===== config.mk =====
export PLATFORM = sky130hd
export DESIGN_NAME = rmgmt_ext_iter_execute
export DESIGN_NICKNAME = d
export VERILOG_FILES = /design/src/rtl/rmgmt_ext_iter_execute.sv
export SDC_FILE = /design/constraint.sdc
export NUM_CORES = 1
export LEC_CHECK = 0
export ABC_AREA = 1
export BUFFER_PORTS_ARGS = -buffer_cell sky130_fd_sc_hd__clkbuf_2
export CORE_MARGIN = 4
export CORE_UTILIZATION = 50
export DETAILED_ROUTE_END_ITERATION = 7
export PLACE_DENSITY = 0.75
export SKIP_LAST_GASP = 1
export SYNTH_ARGS = -nofsm -noshare
export SYNTH_HDL_FRONTEND = slang
export SYNTH_SLANG_ARGS = --single-unit

===== constraint.sdc =====
create_clock -name CLK -period 3.6 [get_ports CLK]
set_clock_uncertainty 0.15 [all_clocks]
set_input_delay 0.36 -clock CLK [delete_from_list [all_inputs] [get_ports CLK]]
set_output_delay 0.36 -clock CLK [all_outputs]
set_load 0.02 [all_outputs]

===== src/rtl/rmgmt_ext_iter_execute.sv =====
// Execute-stage extension unit on the ext side of the RISC-MGMT execute
// interface. It implements three custom instructions:
// - iterative shift-add multiply (low word), using the core ALU for each add;
// - iterative popcount;
// - single-cycle decrement-and-branch loop.
// All outputs are combinational from the current state and the inputs.
module rmgmt_ext_iter_execute #(
  parameter bit MUL_EARLY_EXIT = 1'b1
) (
  input  logic        CLK,
  input  logic        RST,
  input  logic        start,
  input  logic [1:0]  op,
  input  logic [31:0] pc,
  input  logic [31:0] imm,
  input  logic        flush,
  input  logic [31:0] rdata_s_0,
  input  logic [31:0] rdata_s_1,
  input  logic [31:0] alu_res,
  output logic        exception,
  output logic        busy,
  output logic        reg_w,
  output logic [31:0] reg_wdata,
  output logic        branch_jump,
  output logic [31:0] br_j_addr,
  output logic        alu_access,
  output logic [31:0] alu_data_0,
  output logic [31:0] alu_data_1,
  output logic [3:0]  alu_op
);

  // Core ALU operation codes; ALU_ADD doubles as the idle value.
  localparam logic [3:0] ALU_ADD = 4'd0;
  localparam logic [3:0] ALU_SUB = 4'd1;

  localparam logic [1:0] OP_MUL  = 2'b00;
  localparam logic [1:0] OP_POP  = 2'b01;
  localparam logic [1:0] OP_LOOP = 2'b11;

  localparam logic [1:0] S_IDLE = 2'd0;
  localparam logic [1:0] S_MUL  = 2'd1;
  localparam logic [1:0] S_POP  = 2'd2;
  localparam logic [1:0] S_DONE = 2'd3;

  logic [1:0]  state_q,  state_d;
  logic [31:0] mcand_q,  mcand_d;
  logic [31:0] mplier_q, mplier_d;
  logic [31:0] acc_q,    acc_d;
  logic [4:0]  cnt_q,    cnt_d;

  logic        iter_last;
  logic [31:0] loop_target;

  // The iteration that shifts the last set bit out, or the 32nd one, is final.
  assign iter_last   = (cnt_q == 5'd31) ||
                       (MUL_EARLY_EXIT && (mplier_q[31:1] == 31'd0));
  assign loop_target = pc + imm;

  // Next-state, datapath and output decode.
  always_comb begin
    // NOTE: every signal written here gets a default first so no latch is inferred.
    state_d     = state_q;
    mcand_d     = mcand_q;
    mplier_d    = mplier_q;
    acc_d       = acc_q;
    cnt_d       = cnt_q;
    exception   = 1'b0;
    busy        = 1'b0;
    reg_w       = 1'b0;
    reg_wdata   = 32'd0;
    branch_jump = 1'b0;
    br_j_addr   = 32'd0;
    alu_access  = 1'b0;
    alu_data_0  = 32'd0;
    alu_data_1  = 32'd0;
    alu_op      = ALU_ADD;

    case (state_q)
      S_IDLE: begin
        if (start && !flush) begin
          case (op)
            OP_MUL: begin
              mcand_d  = rdata_s_0;
              mplier_d = rdata_s_1;
              acc_d    = 32'd0;
              cnt_d    = 5'd0;
              busy     = 1'b1;
              state_d  = (MUL_EARLY_EXIT && rdata_s_1 == 32'd0) ? S_DONE : S_MUL;
            end
            OP_POP: begin
              mplier_d = rdata_s_0;
              acc_d    = 32'd0;
              cnt_d    = 5'd0;
              busy     = 1'b1;
              state_d  = (MUL_EARLY_EXIT && rdata_s_0 == 32'd0) ? S_DONE : S_POP;
            end
            OP_LOOP: begin
              alu_access  = 1'b1;
              alu_data_0  = rdata_s_0;
              alu_data_1  = 32'd1;
              alu_op      = ALU_SUB;
              reg_w       = 1'b1;
              reg_wdata   = alu_res;
              branch_jump = (alu_res != 32'd0);
              br_j_addr   = branch_jump ? loop_target : 32'd0;
            end
            default: begin
              exception = 1'b1;
            end
          endcase
        end
      end
      S_MUL: begin
        busy = 1'b1;
        if (mplier_q[0]) begin
          alu_access = 1'b1;
          alu_data_0 = acc_q;
          alu_data_1 = mcand_q;
          alu_op     = ALU_ADD;
          acc_d      = alu_res;
        end
        mcand_d  = mcand_q << 1;
        mplier_d = mplier_q >> 1;
        cnt_d    = cnt_q + 5'd1;
        if (iter_last) state_d = S_DONE;
      end
      S_POP: begin
        busy     = 1'b1;
        acc_d    = acc_q + {31'd0, mplier_q[0]};
        mplier_d = mplier_q >> 1;
        cnt_d    = cnt_q + 5'd1;
        if (iter_last) state_d = S_DONE;
      end
      default: begin
        // DONE: the finishing instruction still sits in execute, so start is ignored.
        reg_w     = 1'b1;
        reg_wdata = acc_q;
        state_d   = S_IDLE;
      end
    endcase

    // A flush abandons whatever is in flight and suppresses its side effects.
    if (flush) begin
      state_d     = S_IDLE;
      reg_w       = 1'b0;
      exception   = 1'b0;
      branch_jump = 1'b0;
      br_j_addr   = 32'd0;
      busy        = 1'b0;
    end

    // Reset wins over everything and forces every output to its idle value.
    if (RST) begin
      exception   = 1'b0;
      busy        = 1'b0;
      reg_w       = 1'b0;
      reg_wdata   = 32'd0;
      branch_jump = 1'b0;
      br_j_addr   = 32'd0;
      alu_access  = 1'b0;
      alu_data_0  = 32'd0;
      alu_data_1  = 32'd0;
      alu_op      = ALU_ADD;
    end
  end

  // State and datapath registers with synchronous reset.
  always_ff @(posedge CLK) begin
    // NOTE: non-blocking assignments so every flop samples its pre-edge _d value.
    if (RST) begin
      state_q  <= S_IDLE;
      mcand_q  <= 32'd0;
      mplier_q <= 32'd0;
      acc_q    <= 32'd0;
      cnt_q    <= 5'd0;
    end else begin
      state_q  <= state_d;
      mcand_q  <= mcand_d;
      mplier_q <= mplier_d;
      acc_q    <= acc_d;
      cnt_q    <= cnt_d;
    end
  end

endmodule

### Word-level counts from Yosys, hierarchy flattened

Index checks and enable logic that the tools add are counted.

* div/mod/pow operators: 0
* multipliers: 0
* bitwise gates (word level): 0
* add/subtract/negate cells: 3
* magnitude comparators: 0
* multiplexer cells: 66
* shift operators: 0
* reductions and logical operators: 21
* eq/ne operators: 11

Operator list (number)
* two-way mux 32 bit: 21
* one-hot mux 32 bit (2 select lines): 6
* one-hot mux 32 bit (3 select lines): 1
* zero test 32 bit: 2
* adder 32 x 1 -> 32 bit: 1
* adder 32 bit: 1
* nonzero test 32 bit: 1
* zero test 31 bit: 1
* two-way mux 1 bit: 26
* AND reduction 3 bit: 4
* two-way mux 5 bit: 2
* one-hot mux 5 bit (2 select lines): 1
* one-hot mux 2 bit (2 select lines): 2
* two-way mux 2 bit: 3
* inequality test 2 bit, second input constant: 3
* one-hot mux 1 bit (2 select lines): 3
* OR reduction 2 bit: 3
* adder 5 x 1 -> 5 bit, second input constant: 1
* equality test 5 bit, second input constant: 1
* equality test 2 x 1 -> 1 bit, second input constant: 2
* equality test 2 bit, second input constant: 2
* zero test 2 bit: 2
* two-way mux 4 bit: 1
* inequality test 2 x 1 -> 1 bit, second input constant: 2
* other kinds (8): 9

* bits of input ports: 166
* memory bits (writable): 0
* output and inout port bits: 137
* flip-flop bits (word level): 103
* bits in latches: 0
* bits in read-only memories: 0
* memories: 0
* word-level logic and storage cells: 106

### Longest topological paths before layout

* depth after elaboration: 7
* mapped depth: 15
* depth with buffers taken out: 15

### Worst setup path after synthesis

OpenSTA, ideal clock, no wires.

* path kind: input to output
* from: input pc[0]
* to: output br_j_addr[16]
* required time: 3.090 ns
* cell stages on the path: 12
* data arrival time: 2.089 ns
* buffers on the path: 0
* path slack: 1.001 ns
* path through: ha_1 inv_1 fa_1 inv_1 nand3_1 nand3_1 nand2_1 nand2_1 nand2_1 nand2_1 nor2_1 nor3b_1

* longest elaborated chain between the ends: 7

RTL lines
* from (decl): RTL line 14 `input logic [31:0] pc,`
* adder 32 bit: RTL line 57 `assign loop_target = pc + imm;`
* two-way mux 32 bit: RTL line 105 `br_j_addr = branch_jump ? loop_target : 32'd0;`
* two-way mux 32 bit: RTL line 81 `case (op)`
* two-way mux 32 bit: RTL line 80 `if (start && !flush) begin`
* two-way mux 32 bit: RTL line 78 `case (state_q)`
* two-way mux 32 bit: RTL line 143 `if (flush) begin`
* two-way mux 32 bit: RTL line 153 `if (RST) begin`
* to (decl): RTL line 25 `output logic [31:0] br_j_addr,`

Every way passes these cells.

### Worst setup path after layout

* from: register state_q[0]
* to: output br_j_addr[24]

* longest elaborated chain between the ends: 4

RTL lines
* from (decl): RTL line 45 `logic [1:0] state_q, state_d;`
* from (signal assigned): RTL line 177 `state_q <= state_d;`
* zero test 2 bit: RTL line 78
* two-way mux 32 bit: RTL line 78
* two-way mux 32 bit: RTL line 143
* two-way mux 32 bit: RTL line 153

Every way passes these cells.

==> reports/qor.txt <==
Peak supply drop: 0.2851 mV
Synth Cell Area: 0.009651 mm^2
Dominant cells by area after synthesis: nand2_1, dfxtp_1, nor2_1
Die span in y: 146.9 um
Worst r2r dst: mcand_q[20]
Count of final hold-check violations: 0
Layout cells sized above 1: 0.1747
CTS tree: built
Post-DRT Antenna Nets: 0
Clk slew on worst S/H paths: 0.09 ns
Most common cell in the netlist: nand2_1
Row count: 50
Sequential element share of the synthesized area: 0.2137
Asr flop ratio synth: 0
Vias after detailed routing: 12550
Number of antenna diodes: 0
Sequential standard cell area: 0.002062 mm^2
CTS sink count: 103
Detailed-route wire length: 37.64 mm
Average size of a mapped cell: 5.496 um^2
Remaining DRCs: 0
First-pass iteration count of the detailed router: 5
Critical Path Start: state_q[0]
Critical path peak fanout: 14
Nets: 2210
Routed vias/inst: 5.530
Hold WC Path Type: in2reg
Synth Warn #: 0
Worst skew pair latency: 0.36 ns
Tmin final: 3.232 ns
Synth Flop Type: dfxtp_1
Gpl congestion: 0.9664
Setup violators final: 0
Die W: 146.9 um
Final setup TNS: 0 ns
Setup crit end: br_j_addr[24]
Hold Slack: 0.1461 ns
Post-synth EDFFs: 0
Max Cap Viol: 0
Via count of the first global-routing pass: 11510
Number of CTS-inserted buffers: 9
DRT iter0 DRCs: 1053
Full die area: 0.02159 mm^2
Synth top area share: 0.2256
Global-route wire length before repair: 59.93 mm
Synth-to-Final Area Change: 20.19%
CP Launch Type: flip-flop
GR Overflow Total: 0
I/O Pins: 303
Lkg Pwr: 5.417 nW
Cells on worst reg2reg path: 9
Worst endpoint required time: 3.09 ns
Crit path kind: reg2out
Multi-input gate area: 0.006620 mm^2
Root buffer cell: clkbuf_16
#FFs+latches synth: 103
Core area: 0.01883 mm^2
Status: completed
Slew Limit Headroom: 0.2730
Buffer count from post-CTS setup fixing: 0
PwrDens: 265.0 mW/mm^2
Yosys cell types: 40
Input/output buffers: 299
Register-to-register setup slack: 0.80 ns
Initial antenna violation count: 0
Max clock buf depth: 2
Post-synth top cells: nand2_1, nor2_1, inv_1
Yosys top cell by area: nand2_1
FILL cells: 1984
F_max: 309.4 MHz
DP Wirelength: 29.78 mm
Post-cts sizing count: 0
Initial Util: 0.5125
Crit Reg-Reg Startpoint: state_q[1]
Mapped Cells: 1756
All-Layer GR Usage: 0.3355
Largest net degree at the start of global routing: 98
Period utilization: 0.8979
Hold_buf cts: 0
Routed len/inst: 16.59 um
H-Tree Depth: 3
Slew of the pin with the lowest slew margin: 1.090 ns
Crit. End Element: primary output
Arr. time, crit path: 2.72 ns
Max-slew violations: 0
RSZ-0062 raised after global routing: no
==> registers in the layout, indices dropped and copies added, names as in the netlist <==
register  cells
mcand_q      32
acc_q        32
cnt_q         5
mplier_q     32
state_q       2
==> placed cells by master (no fill, tap or decap), types with 3 or more instances in the layout <==
cell / n
conb_1: 3
a31oi_1: 30
o21ai_0: 100
nor2_1: 250
nand3_1: 94
a211oi_1: 26
nor2_2: 3
o22ai_1: 5
and2_1: 4
inv_1: 167
nor3_1: 50
or2_2: 3
o221ai_1: 27
clkbuf_16: 9
nand4_1: 8
clkinv_1: 3
xor2_1: 3
a21oi_1: 141
o21bai_1: 9
buf_4: 20
ha_1: 37
nand2_1: 580
inv_2: 3
dfxtp_1: 103
clkbuf_2: 298
xnor2_1: 6
==> kinds of logic (layout without fill, tap and decap cells) <==
logic type	count (synthesis)	after routing	synth area share
and+or+nand+nor	1000	1000	0.4168
AOI/OAI and AO/OA	347	347	0.2063
buffers and inverters	256	507	0.1020
DFF	103	103	0.2137
adders and majority gates	40	40	0.05264
xor gates and xnor gates	9	9	0.008168
other	1	3	0.0003886
==> power breakdown <==
part	switching, mW	internal, mW
Combinational	0.557	0.291
Sequential	0.0250	1.18
Clock	0.525	0.493
==> worst min-delay path by stage <==
stage	cells after the start	from	slack, ns	to
6_report	3	rdata_s_0[30]	0.15	mcand_q[30]
5_1_grt	3	rdata_s_0[30]	0.15	mcand_q[30]
4_1_cts	3	rdata_s_0[30]	0.14	mcand_q[30]
3_5_place_dp	2	mcand_q[31]	0.30	mcand_q[31]
3_3_place_gp	2	mcand_q[31]	0.29	mcand_q[31]
2_1_floorplan	2	mcand_q[31]	0.28	mcand_q[31]
==> critical path: stages, from the launching register on <==
cell	delay, ns
dfxtp_1	0.35
inv_1	0.11
ha_1	0.26
nand2_1	0.16
nor3_4	0.22
nand2_2	0.15
nor2_4	0.40
buf_4	0.28
nand2_1	0.08
nor2_1	0.15
clkbuf_2	0.20
==> area by class of cell <==
type	instances	share of cell area
flip-flops and latches	103	0.1778
repair buffers	318	0.1415
inverters	173	0.05599
multi-input cells	1399	0.5708
clock buffers	9	0.01942
well taps	260	0.02805
clock inverters	7	0.006473
==> per-stage QoR <==
stage / instance area [um^2] / worst slack, ns / util / instances / total power, mW
2_1_floorplan: 9658 / 1.001 / - / 1758 / 1.764
3_3_place_gp: 11300 / 0.7619 / 0.6000 / 2253 / 2.057
3_5_place_dp: 11300 / 0.6867 / 0.6000 / 2253 / 2.063
4_1_cts: 11600 / 0.4232 / 0.6159 / 2269 / 3.053
5_1_grt: 11600 / 0.1911 / 0.6159 / 2269 / 3.220
6_report: 11600 / 0.3676 / 0.6159 / 2269 / 3.074
==> metal layers <==
layer | up-vias | wire length (um) | global-route usage | part of all wire
met3 | 71 | 3590 | 0.04935 | 0.095
li1 | 6220 | - | - | -
met2 | 686 | 17060 | 0.5520 | 0.45
met4 | 0 | 839 | 0.07968 | 0.022
met1 | 5571 | 16150 | 0.4655 | 0.43
met5 | - | 0 | 0 | 0
Note: power is estimated with default switching activity, not from simulation.
